--- config.mk ---
export PLATFORM = sky130hd
export DESIGN_NAME = fetch_queue_unit
export DESIGN_NICKNAME = d
export VERILOG_FILES = /design/src/rtl/fetch_queue_unit.sv
export SDC_FILE = /design/constraint.sdc
export NUM_CORES = 1
export LEC_CHECK = 0
export ABC_AREA = 0
export CAP_MARGIN = 0
export CORE_MARGIN = 2
export CORE_UTILIZATION = 50
export DETAILED_ROUTE_END_ITERATION = 16
export PLACE_DENSITY = 0.85
export REMOVE_ABC_BUFFERS = 1
export SLEW_MARGIN = 20
export SYNTH_ARGS = -nofsm -noshare
export SYNTH_HDL_FRONTEND = slang
export SYNTH_SLANG_ARGS = --single-unit
export TNS_END_PERCENT = 30
--- constraint.sdc ---
create_clock -name clk -period 3.89 [get_ports clk]
set_input_delay 0.778 -clock clk [delete_from_list [all_inputs] [get_ports clk]]
set_output_delay 0.778 -clock clk [all_outputs]
set_load 0.05 [all_outputs]
--- src/rtl/fetch_queue_unit.sv ---
// -----------------------------------------------------------------------------
// fetch_queue_unit
//
// Instruction-fetch front end for the 5-stage RISC-V pipeline. It replaces the
// single PC register and IF/ID latch with a DEPTH-entry prefetch queue of
// {pc, instr} pairs. It issues one sequential fetch per cycle to a synchronous
// instruction memory while queue credit remains. It hands the queue head to
// decode through a valid/ready handshake. An EX-stage redirect flushes
// everything and restarts fetch at the new target.
//
// Handshake (decode side): if_valid/if_pc/if_instr are presented by this block.
// An entry transfers on a cycle where if_valid=1 and id_ready=1 (a "pop").
// While if_valid=1 and id_ready=0 the head entry and if_pc/if_instr stay
// stable. if_valid never depends on id_ready.
//
// Ports:
//   clk            clock, all state updates on the rising edge
//   reset          synchronous, active-high
//   imem_req       fetch request this cycle
//   imem_addr      fetch address (valid when imem_req=1)
//   imem_rdata     instruction, valid the cycle after imem_req=1
//   redirect_valid taken branch/jump from EX, flushes the front end
//   redirect_pc    new fetch address, bits [1:0] treated as 0
//   if_valid       head entry presented to decode
//   if_pc          PC of head entry (holds last head value when empty)
//   if_instr       instruction of head entry (holds last head value when empty)
//   id_ready       decode accepts, 0 = hazard stall
//   occupancy      entries currently held in the queue
// -----------------------------------------------------------------------------
module fetch_queue_unit #(
  parameter int                PC_W     = 9,
  parameter int                INS_W    = 32,
  parameter int                DEPTH    = 4,
  parameter logic [PC_W-1:0]   RESET_PC = '0
) (
  input  logic                       clk,
  input  logic                       reset,
  output logic                       imem_req,
  output logic [PC_W-1:0]            imem_addr,
  input  logic [INS_W-1:0]           imem_rdata,
  input  logic                       redirect_valid,
  input  logic [PC_W-1:0]            redirect_pc,
  output logic                       if_valid,
  output logic [PC_W-1:0]            if_pc,
  output logic [INS_W-1:0]           if_instr,
  input  logic                       id_ready,
  output logic [$clog2(DEPTH):0]     occupancy
);

  localparam int PTR_W = $clog2(DEPTH);
  localparam int CNT_W = PTR_W + 1;
  // One extra bit so count + inflight cannot wrap before the compare.
  localparam int SUM_W = CNT_W + 1;

  // ---------------------------------------------------------------------------
  // State
  // ---------------------------------------------------------------------------
  logic [PC_W-1:0]  fetch_pc;     // address of the next request
  logic             inflight;     // 1 = a response is due this cycle
  logic [PC_W-1:0]  req_pc;       // PC of the request currently in flight
  logic [PTR_W-1:0] wr_ptr;
  logic [PTR_W-1:0] rd_ptr;
  logic [CNT_W-1:0] count;

  // Last presented head, shown to decode while the queue is empty.
  logic [PC_W-1:0]  hold_pc;
  logic [INS_W-1:0] hold_instr;

  // Queue storage. It is never cleared, because only pointers and count
  // define which entries are live.
  logic [PC_W-1:0]  q_pc    [DEPTH];
  logic [INS_W-1:0] q_instr [DEPTH];

  // ---------------------------------------------------------------------------
  // Combinational control
  // ---------------------------------------------------------------------------
  logic             queue_nonempty;
  logic             pop;
  logic             push;
  logic [SUM_W-1:0] credit_used;
  logic [PC_W-1:0]  redirect_aligned;

  assign queue_nonempty = (count != '0);

  // Redirect hides the head in the same cycle, so nothing is consumed from a
  // queue that is about to be flushed.
  assign if_valid = queue_nonempty & ~redirect_valid;
  assign pop      = if_valid & id_ready;

  // A response that lands in a redirect or reset cycle belongs to the old
  // stream and is dropped.
  assign push = inflight & ~redirect_valid & ~reset;

  // Credit counts the entries held plus the one in flight. It also counts the
  // pop of this cycle, so a draining decode keeps one fetch per cycle going
  // even when the queue is full.
  assign credit_used = SUM_W'(count) + SUM_W'(inflight) - SUM_W'(pop);

  assign imem_req  = ~reset & ~redirect_valid & (credit_used < SUM_W'(DEPTH));
  assign imem_addr = fetch_pc;

  // Instructions are word aligned, so the low two bits of the target are
  // forced to zero.
  assign redirect_aligned = redirect_pc & ~PC_W'(3);

  assign occupancy = count;

  always_comb begin
    if_pc    = hold_pc;
    if_instr = hold_instr;
    if (queue_nonempty) begin
      if_pc    = q_pc[rd_ptr];
      if_instr = q_instr[rd_ptr];
    end
  end

  // ---------------------------------------------------------------------------
  // Control state: fetch PC, inflight flag, pointers, count
  // ---------------------------------------------------------------------------
  always_ff @(posedge clk) begin
    if (reset) begin
      fetch_pc   <= RESET_PC;
      inflight   <= 1'b0;
      wr_ptr     <= '0;
      rd_ptr     <= '0;
      count      <= '0;
      hold_pc    <= '0;
      hold_instr <= '0;
    end else begin
      // Keep a copy of the visible head so the outputs hold after it drains.
      if (queue_nonempty) begin
        hold_pc    <= q_pc[rd_ptr];
        hold_instr <= q_instr[rd_ptr];
      end

      if (redirect_valid) begin
        // Flush: a later redirect simply overwrites an earlier one, so the
        // last redirect wins.
        fetch_pc <= redirect_aligned;
        inflight <= 1'b0;
        wr_ptr   <= '0;
        rd_ptr   <= '0;
        count    <= '0;
      end else begin
        if (imem_req) begin
          fetch_pc <= fetch_pc + PC_W'(4);  // wraps modulo 2**PC_W
        end
        inflight <= imem_req;
        if (push) begin
          wr_ptr <= wr_ptr + PTR_W'(1);
        end
        if (pop) begin
          rd_ptr <= rd_ptr + PTR_W'(1);
        end
        // When push and pop happen together, count stays the same,
        // and this holds even when the queue is full.
        count <= count + CNT_W'(push) - CNT_W'(pop);
      end
    end
  end

  // ---------------------------------------------------------------------------
  // Data path: request PC tracking and queue writes (no reset needed)
  // ---------------------------------------------------------------------------
  always_ff @(posedge clk) begin
    if (imem_req) begin
      req_pc <= fetch_pc;
    end
  end

  always_ff @(posedge clk) begin
    if (push) begin
      q_pc[wr_ptr]    <= req_pc;
      q_instr[wr_ptr] <= imem_rdata;
    end
  end

endmodule

Word-level counts from Yosys, hierarchy flattened
Memories as Yosys holds them, arrays and structs flattened. A register that Yosys moved wholly into a read port is not among the register bits.
Cells that the tools add are included.
{"block": "totals", "register_bits": 67, "rom_bits": 0, "in_bits": 45, "memories": 2, "mem_bits_rw": 164, "latchBits": 0, "wordCells": 40, "out_inout_bits": 55}
{"name": "q_instr", "words": 4, "word_bits": 32, "rd": 1, "rd_clocked_by_memory_dff": 1, "write_ports": 1, "line_no": "72", "source": "logic [INS_W-1:0] q_instr [DEPTH];"}
{"name": "q_pc", "words": 4, "word_bits": 9, "rd": 1, "rd_clocked_by_memory_dff": 1, "write_ports": 1, "line_no": "71", "source": "logic [PC_W-1:0] q_pc [DEPTH];"}
{"block": "classes", "reduce_logical": 3, "mux": 10, "order_cmp": 1, "bitwise": 8, "n_eq_ne": 0, "n_div": 0, "addsub": 7, "n_mul": 0, "shifts": 0}
{"cell": "32-bit 2-to-1 mux", "count": 1}
{"cell": "9-bit 2-to-1 mux", "count": 3}
{"cell": "9-bit by 3-bit adder with 9-bit output, second input constant", "count": 1}
{"cell": "2-bit 2-to-1 mux", "count": 4}
{"cell": "1-bit AND", "count": 6}
{"cell": "2-bit by 1-bit adder with 2-bit output, second input constant", "count": 2}
{"cell": "3-bit by 1-bit adder with 4-bit output", "count": 1}
{"cell": "4-bit by 3-bit less-than comparator with 1-bit output, second input constant", "count": 1}
{"cell": "4-bit by 1-bit subtractor with 4-bit output", "count": 1}
{"cell": "3-bit by 1-bit adder with 3-bit output", "count": 1}
{"cell": "3-bit nonzero test", "count": 1}
{"cell": "3-bit by 1-bit subtractor with 3-bit output", "count": 1}
{"cell": "1-bit 2-to-1 mux", "count": 2}
{"cell": "1-bit inverter", "count": 2}
{"cell": "2-bit nonzero test", "count": 1}
{"cell": "2-bit OR reduction", "count": 1}

Longest topological paths before layout
{"block": "logic_depth", "depth_word": 8, "ltp_mapped": 10, "ltp_nobuf": 8}

Worst setup path after synthesis
Ideal clock, no wire load.
{"block": "synth_timing", "path_type": "reg2out", "from": "register count[2] (netlist: occupancy[2])", "to": "output imem_req", "t_arrival_ns": 3.330, "stages_incl_launch_ff": 9, "slack_ns": -0.218, "n_path_buf": 1, "required_ns": 3.112, "cell_sequence": "dfxtp_1 -> nor3_4 -> buf_2 -> or3_1 -> ha_1 -> nand2_1 -> nor3b_1 -> a21oi_2 -> a21oi_1"}
{"block": "synth_between", "elab_chain_len": 6, "elab_cells_between_ends": 7, "classes_between": "add/sub: 2; order compare: 1; bitwise: 3; reduce/logical: 1"}
{"element": "start, declared", "line_no": "63", "source": "logic [CNT_W-1:0] count;"}
{"element": "start signal, assigned", "line_no": "157", "source": "count <= count + CNT_W'(push) - CNT_W'(pop);"}
{"element": "parallel branches: the longest is 3 deep, another holds 3-bit by 1-bit adder with 4-bit output"}
{"element": "4-bit by 1-bit subtractor with 4-bit output *", "line_no": "97", "source": "assign credit_used = SUM_W'(count) + SUM_W'(inflight) - SUM_W'(pop);"}
{"element": "4-bit by 3-bit less-than comparator with 1-bit output *", "line_no": "99", "source": "assign imem_req = ~reset & ~redirect_valid & (credit_used < SUM_W'(DEPTH));"}
{"element": "1-bit AND *", "line_no": "99"}
{"element": "end, declared", "line_no": "38", "source": "output logic imem_req,"}
Every way passes the cells marked *.

Final worst setup path
{"block": "layout_timing", "from": "input redirect_valid", "to": "output imem_req"}
{"block": "layout_between", "elab_chain_len": 6, "elab_cells_between_ends": 7, "classes_between": "add/sub: 1; order compare: 1; bitwise: 5"}
{"element": "start, declared", "line_no": "41", "source": "input logic redirect_valid,"}
{"element": "1-bit inverter *", "line_no": "87, 99"}
{"element": "1-bit AND", "line_no": "87", "source": "assign if_valid = queue_nonempty & ~redirect_valid;"}
{"element": "1-bit AND", "line_no": "88", "source": "assign pop = if_valid & id_ready;"}
{"element": "4-bit by 1-bit subtractor with 4-bit output", "line_no": "97"}
{"element": "4-bit by 3-bit less-than comparator with 1-bit output", "line_no": "99"}
{"element": "1-bit AND *", "line_no": "99"}
Mark *: on every way between the ends. The rest lies on a longest branch, timed or not.

==> run summary <==
Finished Core Util -> 0.628
Worst flop-to-flop path endpoint -> imem_addr[6]
Post-synth EDFFs -> 163
Worst vdd ir -> 0.298 mV
Crit path launch type -> input pin
Synth Area per Inst -> 18.2 µm²
Worst-path clk slew -> 60 ps
CP Max Fanout -> 4
Initial antenna violation count -> 1
Die Footprint -> 0.0180 mm²
Core Rows -> 47
Async set-reset flop share out of synthesis -> 0
Sequential element share of the synthesized area -> 0.715
CTS sink count -> 221
LEAKAGE -> 3.55 nW
Vias per cell -> 5.42
Depth of the most critical reg-to-reg path -> 9
Cell count after synthesis -> 465
Top Ports -> 100
Clock skew -> 6.23 ps
Largest net degree at the start of global routing -> 47
Routability cong. -> 0.897
Yosys warns -> 0
Later-pin clock latency in the skew report -> 490 ps
Via count -> 4392
CTS Buf Count -> 22
CTS Root Cell -> clkbuf_16
Die Y -> 134 µm
Worst path slowest cell -> clkdlybuf4s50_1
Status -> finished clean
Top FF cell, synth -> edfxtp_1
FMAX -> 267 MHz
Drt first pass iters -> 4
DPL Wire Length -> 9260 µm
DRT iter0 DRCs -> 210
Crit Path Category -> input pin to primary output
Layout area overhead -> 23.0%
Final Hold Fails -> 0
Data required, critical path -> 3110 ps
CP startpoint -> redirect_valid
H-Tree Depth -> 1
Bufs on Longest Clock Path -> 3
CTS tree -> done
Buffers added on ports -> 95
Worst min-delay path class -> register to register
Max-Cap Viols -> 0
Setup tns final -> 0 ps
Slew @ Worst Pin -> 665 ps
Final nets -> 627
Initial Utilization -> 0.511
Area of the multi-input gates -> 0.00226 mm²
Dominant delay contributor by cell family on the critical path -> simple AND/OR/NAND/NOR gates
Grt ovf -> 0
DRT Wirelength -> 15300 µm
FF-to-FF Start -> occupancy[2]
First-pass GRT wire length -> 24400 µm
Critical path capture point -> imem_req
Crit path buf inv count -> 2
Final worst path period need -> 3740 ps
Antenna-violating nets left -> 0
Post-synthesis cell type count -> 47
Crit path DAT -> 2960 ps
Critical Path Max Stage Delay -> 420 ps
Final setup violation count -> 0
Share of layout cells above drive strength 1 -> 0.234
Relative slew slack -> 0.557
# Post-CTS Setup Buffers -> 0
Residual DRC -> 0
Final Slew Violations -> 0
Core area -> 0.0166 mm²
Worst R2R Setup Slack -> 1260 ps
Crit path depth -> 9
Ordered list of cells on the worst path -> clkdlybuf4s50_1 > nand2b_4 > or3_1 > ha_1 > nand2_1 > nor3b_1 > a21oi_2 > a21oi_2 > buf_12
Worst Setup End Kind -> primary output
PD cells -> 464 mW/mm²
Vias in the first global route -> 4722
Fill cell count -> 1135
GRT Total Usage -> 0.174
Final worst path period share -> 0.962
Horiz. Die Dim -> 134 µm
CP dominant cell by count -> a21oi_2
Register area -> 0.00606 mm²
WL/cell -> 18.9 µm
#FFs+latches synth -> 221
RSZ-0062 raised after global routing -> no
Post-Syn Area -> 0.00847 mm²
## power breakdown
part,internal (W),switching (W)
Clock,0.00116,0.000825
Combinational,0.000114,0.000157
Sequential,0.00256,0.0000202
Total,0.00384,0.00100
## metal layers
metal  global-route usage  vias to the layer above  wire (µm)
li1                     -                     2008          -
met1                0.224                     2191       6310
met2                0.301                      160       7540
met3               0.0393                       33       1130
met4               0.0503                        0        337
met5                    0                        -          0
## registers in the layout (all words and copies together), names as in the netlist, named ones only
register and cells:
inflight 1, occupancy 3, rd_ptr 2, hold_instr 32, q_instr 128, imem_addr 7, q_pc 28, req_pc 7
wr_ptr 2, hold_pc 9
## placed cells by master, fill, tap and decap left out, types with 3 or more instances in the layout
cell	synthesis	final
and2_1	44	44
and3_1	7	3
and3_2	0	4
buf_12	0	5
buf_4	2	9
clkbuf_1	10	5
clkbuf_16	0	23
clkdlybuf4s50_1	0	94
clkinv_1	0	3
clkinv_2	0	7
dfxtp_1	58	56
edfxtp_1	163	163
ha_1	8	8
inv_1	7	7
mux2_2	39	39
mux4_2	39	39
nand2_1	8	8
nor2_1	16	16
nor3_1	3	3
o2111a_1	3	3
o21ai_0	4	4
xnor2_1	6	6
## synthesized netlist by cell type, drive strengths merged, types with 2 or more instances
cell type | instances | area (µm²)
edfxtp | 163 | 4890
dfxtp | 58 | 1160
and2 | 44 | 275
mux2 | 39 | 439
mux4 | 39 | 878
nor2 | 16 | 60.1
buf | 15 | 98.8
clkbuf | 10 | 37.5
and3 | 8 | 55.1
ha | 8 | 100
nand2 | 8 | 30.0
inv | 7 | 26.3
xnor2 | 6 | 52.6
nor3 | 5 | 41.3
o21ai | 5 | 25.0
a2111oi | 4 | 42.5
a21oi | 3 | 18.8
o2111a | 3 | 33.8
a21o | 2 | 15.0
and4 | 2 | 17.5
nand3 | 2 | 10.0
xor2 | 2 | 17.5
## logic make-up (layout without fill, tap and decap cells)
logic type	after synthesis	after routing	synth area share
xor+xnor	8	8	0.00827
flops	221	221	0.715
mux	79	79	0.157
buf+inv	32	155	0.0192
fa+ha+maj	9	9	0.0142
other cells	1	3	0.000443
simple gates	91	91	0.0634
compound gates	24	24	0.0228
## metrics by stage
step / setup WS (ps) / instance area [µm²] / std cells / total power, W / hold slack, ps
5_1_grt: 32.9 / 10400 / 809 / 0.00499 / 499
4_1_cts: 78.4 / 10400 / 809 / 0.00489 / 493
3_5_place_dp: 112 / 9730 / 769 / 0.00290 / 475
3_3_place_gp: 106 / 9730 / 769 / 0.00289 / 465
6_report: 148 / 10400 / 810 / 0.00484 / 490
2_1_floorplan: -565 / 8340 / 441 / 0.00277 / 451
## worst min path at each step
stage                     slack [ps]        from         end  cells past startpoint
after global placement           470  hold_pc[1]  hold_pc[1]                      1
after CTS                        490  hold_pc[0]  hold_pc[0]                      1
after floorplan                  450  hold_pc[0]  hold_pc[0]                      1
final                            490  hold_pc[0]  hold_pc[0]                      1
after global routing             500  hold_pc[0]  hold_pc[0]                      1
after detailed placement         480  hold_pc[0]  hold_pc[0]                      1
## final cells by class
cell class                 count  share of cell area
clock buffer                  29              0.0584
sequential                   221               0.582
clock inverter                11             0.00732
antenna                        1            0.000240
inverter                       7             0.00252
timing repair buffer         108               0.106
tap                          220              0.0264
multi-input combinational    213               0.217
## what timing repair did
action	CTS	global route
gates resized for setup	0	1
hold buffers	0	0
setup endpoints to repair	0	1
(Power assumes the default switching activity.)
==> edit 1, RTL diff (same flow settings) <==
`PC_W`: 9 -> 10.
--- a/src/rtl/fetch_queue_unit.sv
+++ b/src/rtl/fetch_queue_unit.sv
@@ -30,3 +30,3 @@
 module fetch_queue_unit #(
-  parameter int                PC_W     = 9,
+  parameter int                PC_W     = 10,
   parameter int                INS_W    = 32,
Interface: changed (resized if_pc, imem_addr and redirect_pc); port bits go from 100 to 103. No check against the original RTL was run, so the function may have changed too.
==> edit 1 against the original RTL <==
  * Synthesized area up 2.0%
  * Wire length grew 6.0%
  * Count of clock-buffer cells in the layout grew 4
  * Total power is 8.6% higher
  * Sequential cell count rose by 7
  * Die area grew 1.9%
  * Cell area increased by 3.7%
  * Register-to-register slack got worse by 0.29 ns
  * Setup slack got worse by 0.016 ns
  * Critical path type unchanged
  * Critical endpoint unchanged
  * Largest cell class unchanged
==> edit 1: results (changes against the original RTL) <==
- Status: finished, final reports clean
- List of most frequent post-synthesis cells: 168 x edfxtp_1, 60 x dfxtp_1, 44 x and2_1
- Max Clock Skew: 0.01337 ns (+0.007144 ns)
- RR Startpoint: occupancy[0]
- Routed length per instance: 19.56 um (+3.4%)
- GPL Wtd Cong: 0.8867 (-1.1%)
- Register area share after synthesis: 72.32% (+0.81 points)
- Nets: 643 (+2.6%)
- Mapped Cells: 467 (+0.43%)
- Number of enable flip-flop cells after synthesis: 168 (+3.1%)
- Initial DRC count: 241 (+15%)
- Met3 Usage GRT: 3.891% (-0.040 points)
- GRT met1 Usage: 22.77% (+0.39 points)
- Arrival @ worst endpoint: 2.98 ns (+0.02 ns)
- Initial antenna violation count: 0 (-1)
- Via density: 5.373 (-0.90%)
- TritonCTS Buffers: 24 (+9.1%)
- IR drop worst, VDD: 0.3166 mV (+6.2%)
- First-pass GRT wire length: 24690 um (+1.2%)
- Largest net degree at the start of global routing: 44 (-6.4%)
- Placed Area: 9970 um^2 (+2.5%)
- Ranking of synthesized cells by area: edfxtp_1 58%, dfxtp_1 14%, mux4_2 10%
- Non-filler cells, final: 830 (+2.5%)
- # port buffers: 98 (+3.2%)
- # diodes: 0 (-1)
- Worst reg2reg endpoint: imem_addr[8]
- Crit Path Max Fanout: 3 (-1)
- P_sw: 0.001065 W (+6.3%)
- Max-Slew Margin vs Limit: 61.12% (+5.4 points)
- DP Cell Count: 787 (+2.3%)
- Hold_ws: 0.4837 ns (-0.006112 ns)
- Share of cells above drive strength 1: 24.96% (+1.5 points)
- FF-to-FF path depth: 9 (unchanged)
- Cell variety after synth: 40 (-15%)
- DP Wirelength: 10070 um (+8.8%)
- Worst reg2reg setup slack: 0.97 ns (-0.29 ns)
- Largest registers: q_instr x128, hold_instr x32, q_pc x32
- Fin crit share: 96.61% (+0.41 points)
- Tot GR Track Use: 17.56% (+0.12 points)
- Grt met2 use: 30.51% (+0.43 points)
- Filler cells: 1181 (+4.1%)
- DP Worst Slack: 0.09438 ns (-0.01728 ns)
- Leakage: 3.710 nW (+4.6%)
- Critical-path top delay cell: clkdlybuf4s50_1
- Number of global-route vias before repair: 4732 (+0.21%)
==> edit 1: logic make-up (layout without fill, tap and decap cells) <==
kind of cell	count (synthesis)	count (layout)	share of synthesized area, %
AOI/OAI and AO/OA	15	15	1.333
xor gates and xnor gates	9	9	1.130
adders and majority gates	9	9	1.391
buffers and inverters	31	168	1.854
DFF	228	228	72.32
muxes	82	82	15.88
other	1	2	0.04342
and+or+nand+nor	92	92	6.055
==> edit 1: routing by layer <==
metal	vias up	share of wire [%]
li1	2036	-
met1	2289	43
met2	121	51
met3	14	5.2
met4	0	0.93
met5	-	0
==> edit 1: power by group through the flow <==
stage,logic (W),clock network [W],registers (W)
global route,0.000297,0.00245,0.00266
CTS,0.000284,0.00235,0.00266
detailed placement,0.000282,0,0.00271
global placement,0.000273,0,0.00271
floorplan,0.000128,0,0.00273
finish,0.000282,0.00231,0.00266
==> edit 1: final cells by class <==
cell class	count	area (um^2)	share of cell area (%)
sequential	228	6251	57.82
tap	225	281.5	2.604
clock inverter	10	122.6	1.134
multi-input combinational	209	2247	20.78
timing repair buffer	118	1166	10.79
inverter	7	26.28	0.2430
clock buffer	33	716.9	6.631
==> edit 1: per-stage QoR <==
step / TNS, ns / total power (W) / util, %
3_3_place_gp: 0 / 0.002981 / 58.25
2_1_floorplan: -116.75 / 0.002858 / -
6_report: 0 / 0.005252 / 63.17
3_5_place_dp: 0 / 0.002994 / 58.25
4_1_cts: 0 / 0.005298 / 63.15
5_1_grt: 0 / 0.005414 / 63.17
==> edit 1: repair_timing <==
| action | 4_1_cts | 5_1_grt |
|---|---|---|
| buffers inserted | 0 | 0 |
| gates resized for setup | 0 | 1 |
| endpoints found under the setup margin | 0 | 1 |
==> edit 2, RTL diff (same flow settings) <==
Without the edit above. Reset style: asynchronous (`reset`), changed in one clocked block.
--- a/src/rtl/fetch_queue_unit.sv
+++ b/src/rtl/fetch_queue_unit.sv
@@ -119,3 +119,3 @@
   // ---------------------------------------------------------------------------
-  always_ff @(posedge clk) begin
+  always_ff @(posedge clk or posedge reset) begin
     if (reset) begin
Check against the original RTL: differs if reset is asserted again (counterexample within 4 cycles, from zero or initial values and one cycle with reset high); with reset held inactive, the same outputs for 4 cycles.
==> edit 2 against the original RTL <==
  * Global-route usage rose by 0.77 points
  * Synthesized area fell by 1.4%
  * Wire length rose by 3.3%
  * Register-to-register slack got worse by 0.18 ns
  * Sequential cell count fell by 2
  * Setup slack improved by 0.092 ns
  * Synthesized cell count rose by 5.2%
  * Critical endpoint unchanged
  * Critical path depth rose by 2
  * Cell area fell by 0.52%
Power is not compared: it rests on default switching activity, and its combinational part moved more than twofold at a synthesized area within 25%.
==> edit 2: results (changes against the original RTL) <==
- Pint: about 0.0052 W
- Share of cells above drive strength 1: 17.77% (-5.7 points)
- Largest net degree at the start of global routing: 58 (+23%)
- Met2 wire len: 8008 um (+6.2%)
- Initial DRC count: 296 (+41%)
- GRT met1 Usage: 23.98% (+1.6 points)
- Placed Area: 9632 um^2 (-1.0%)
- DP Wirelength: 10010 um (+8.1%)
- Via density: 5.273 (-2.8%)
- Via Count: 4429 (+0.84%)
- Status: finished, final reports clean
- Max-Slew Margin vs Limit: 48.90% (-6.8 points)
- GPL Wtd Cong: 0.8852 (-1.3%)
- WL met3: 863 um (-23%)
- First-pass iteration count of the detailed router: 4 (unchanged)
- RR Startpoint: occupancy[0]
- Met3 Usage GRT: 3.387% (-0.54 points)
- Max Clock Skew: 0.01339 ns (+0.007161 ns)
- FF-to-FF path depth: 10 (+1)
- Worst path max stage delay: 0.47 ns (+0.05 ns)
- Top sig layer: met4
- Nets: 657 (+4.8%)
- Ranking of synthesized cells by area: edfxtp_1 59%, dfrtp_1 17%, mux4_2 11%
- Syn_area_per_cell: 17.08 um^2 (-6.2%)
- Arrival @ worst endpoint: 2.87 ns (-0.09 ns)
- Worst-path clk slew: 0.06 ns (about the same)
- Worst reg2reg endpoint: imem_addr[3]
- Grt met2 use: 31.50% (+1.4 points)
- Crit Path Max Fanout: 5 (+1)
- Critical path origin: redirect_valid
- DP Cell Count: 799 (+3.9%)
- Number of global-route vias before repair: 4773 (+1.1%)
- Leakage: 3.788 nW
- Met1 Wirelength: 6688 um (+6.0%)
- Cell variety after synth: 37 (-21%)
- List of most frequent post-synthesis cells: 163 x edfxtp_1, 129 x nand2_1, 56 x dfrtp_1
- Worst reg2reg setup slack: 1.08 ns (-0.18 ns)
- First-pass GRT wire length: 25200 um (+3.3%)
- Register area share after synthesis: 75.37% (+3.9 points)
- Post-Route WL: 15830 um (+3.3%)
- Worst Setup EP: imem_req
- Asr flop ratio synth: 25.57% (+26 points)
- Tot GR Track Use: 18.21% (+0.77 points)
==> edit 2: cell count changes in the layout (fill, tap and decap cells not counted), sizes merged, moves of 6 or more <==
cell   change
and2      -37
and3       -8
dfrtp     +56
dfxtp     -58
mux2      -37
nand2    +121
nor2       -6
nor2b      +7
xor2       +7
==> edit 2: kinds of logic after synthesis <==
group	count (synthesis)	synth area share, %
xor gates and xnor gates	12	1.348
other	1	0.04489
DFF	219	75.37
AOI/OAI and AO/OA	14	1.093
muxes	42	11.10
buffers and inverters	30	1.588
adders and majority gates	9	1.438
and+or+nand+nor	162	8.014
==> edit 2: layout make-up <==
cell class	count	area (um^2)
fill	1162	6098
multi-input combinational	241	1949
clock inverter	11	82.58
timing repair buffer	113	1099
sequential	219	6299
inverter	6	22.52
antenna	1	2.502
clock buffer	29	638.1
tap	220	275.3
==> edit 2: how the worst min path moves through the flow <==
stage | from | to | slack (ns) | cells after the start
2_1_floorplan | req_pc[2] | q_pc[0][2] | 0.46 | 0
3_3_place_gp | hold_instr[11] | hold_instr[11] | 0.45 | 2
3_5_place_dp | hold_instr[8] | hold_instr[8] | 0.45 | 2
4_1_cts | hold_instr[8] | hold_instr[8] | 0.46 | 2
5_1_grt | hold_instr[31] | hold_instr[31] | 0.48 | 2
6_report | hold_instr[8] | hold_instr[8] | 0.46 | 2
==> edit 2: stage by stage <==
step,setup TNS [ns],setup slack [ns]
5_1_grt,0,0.09966
6_report,0,0.2395
3_5_place_dp,0,0.03892
2_1_floorplan,-11.49,-0.6537
4_1_cts,0,0.01642
3_3_place_gp,0,0.08554
==> edit 2: worst min-delay path: stages, from the launching register on <==
cell and delay (ns):
dfrtp_1 0.32, nand2_1 0.04, nand2_1 0.06
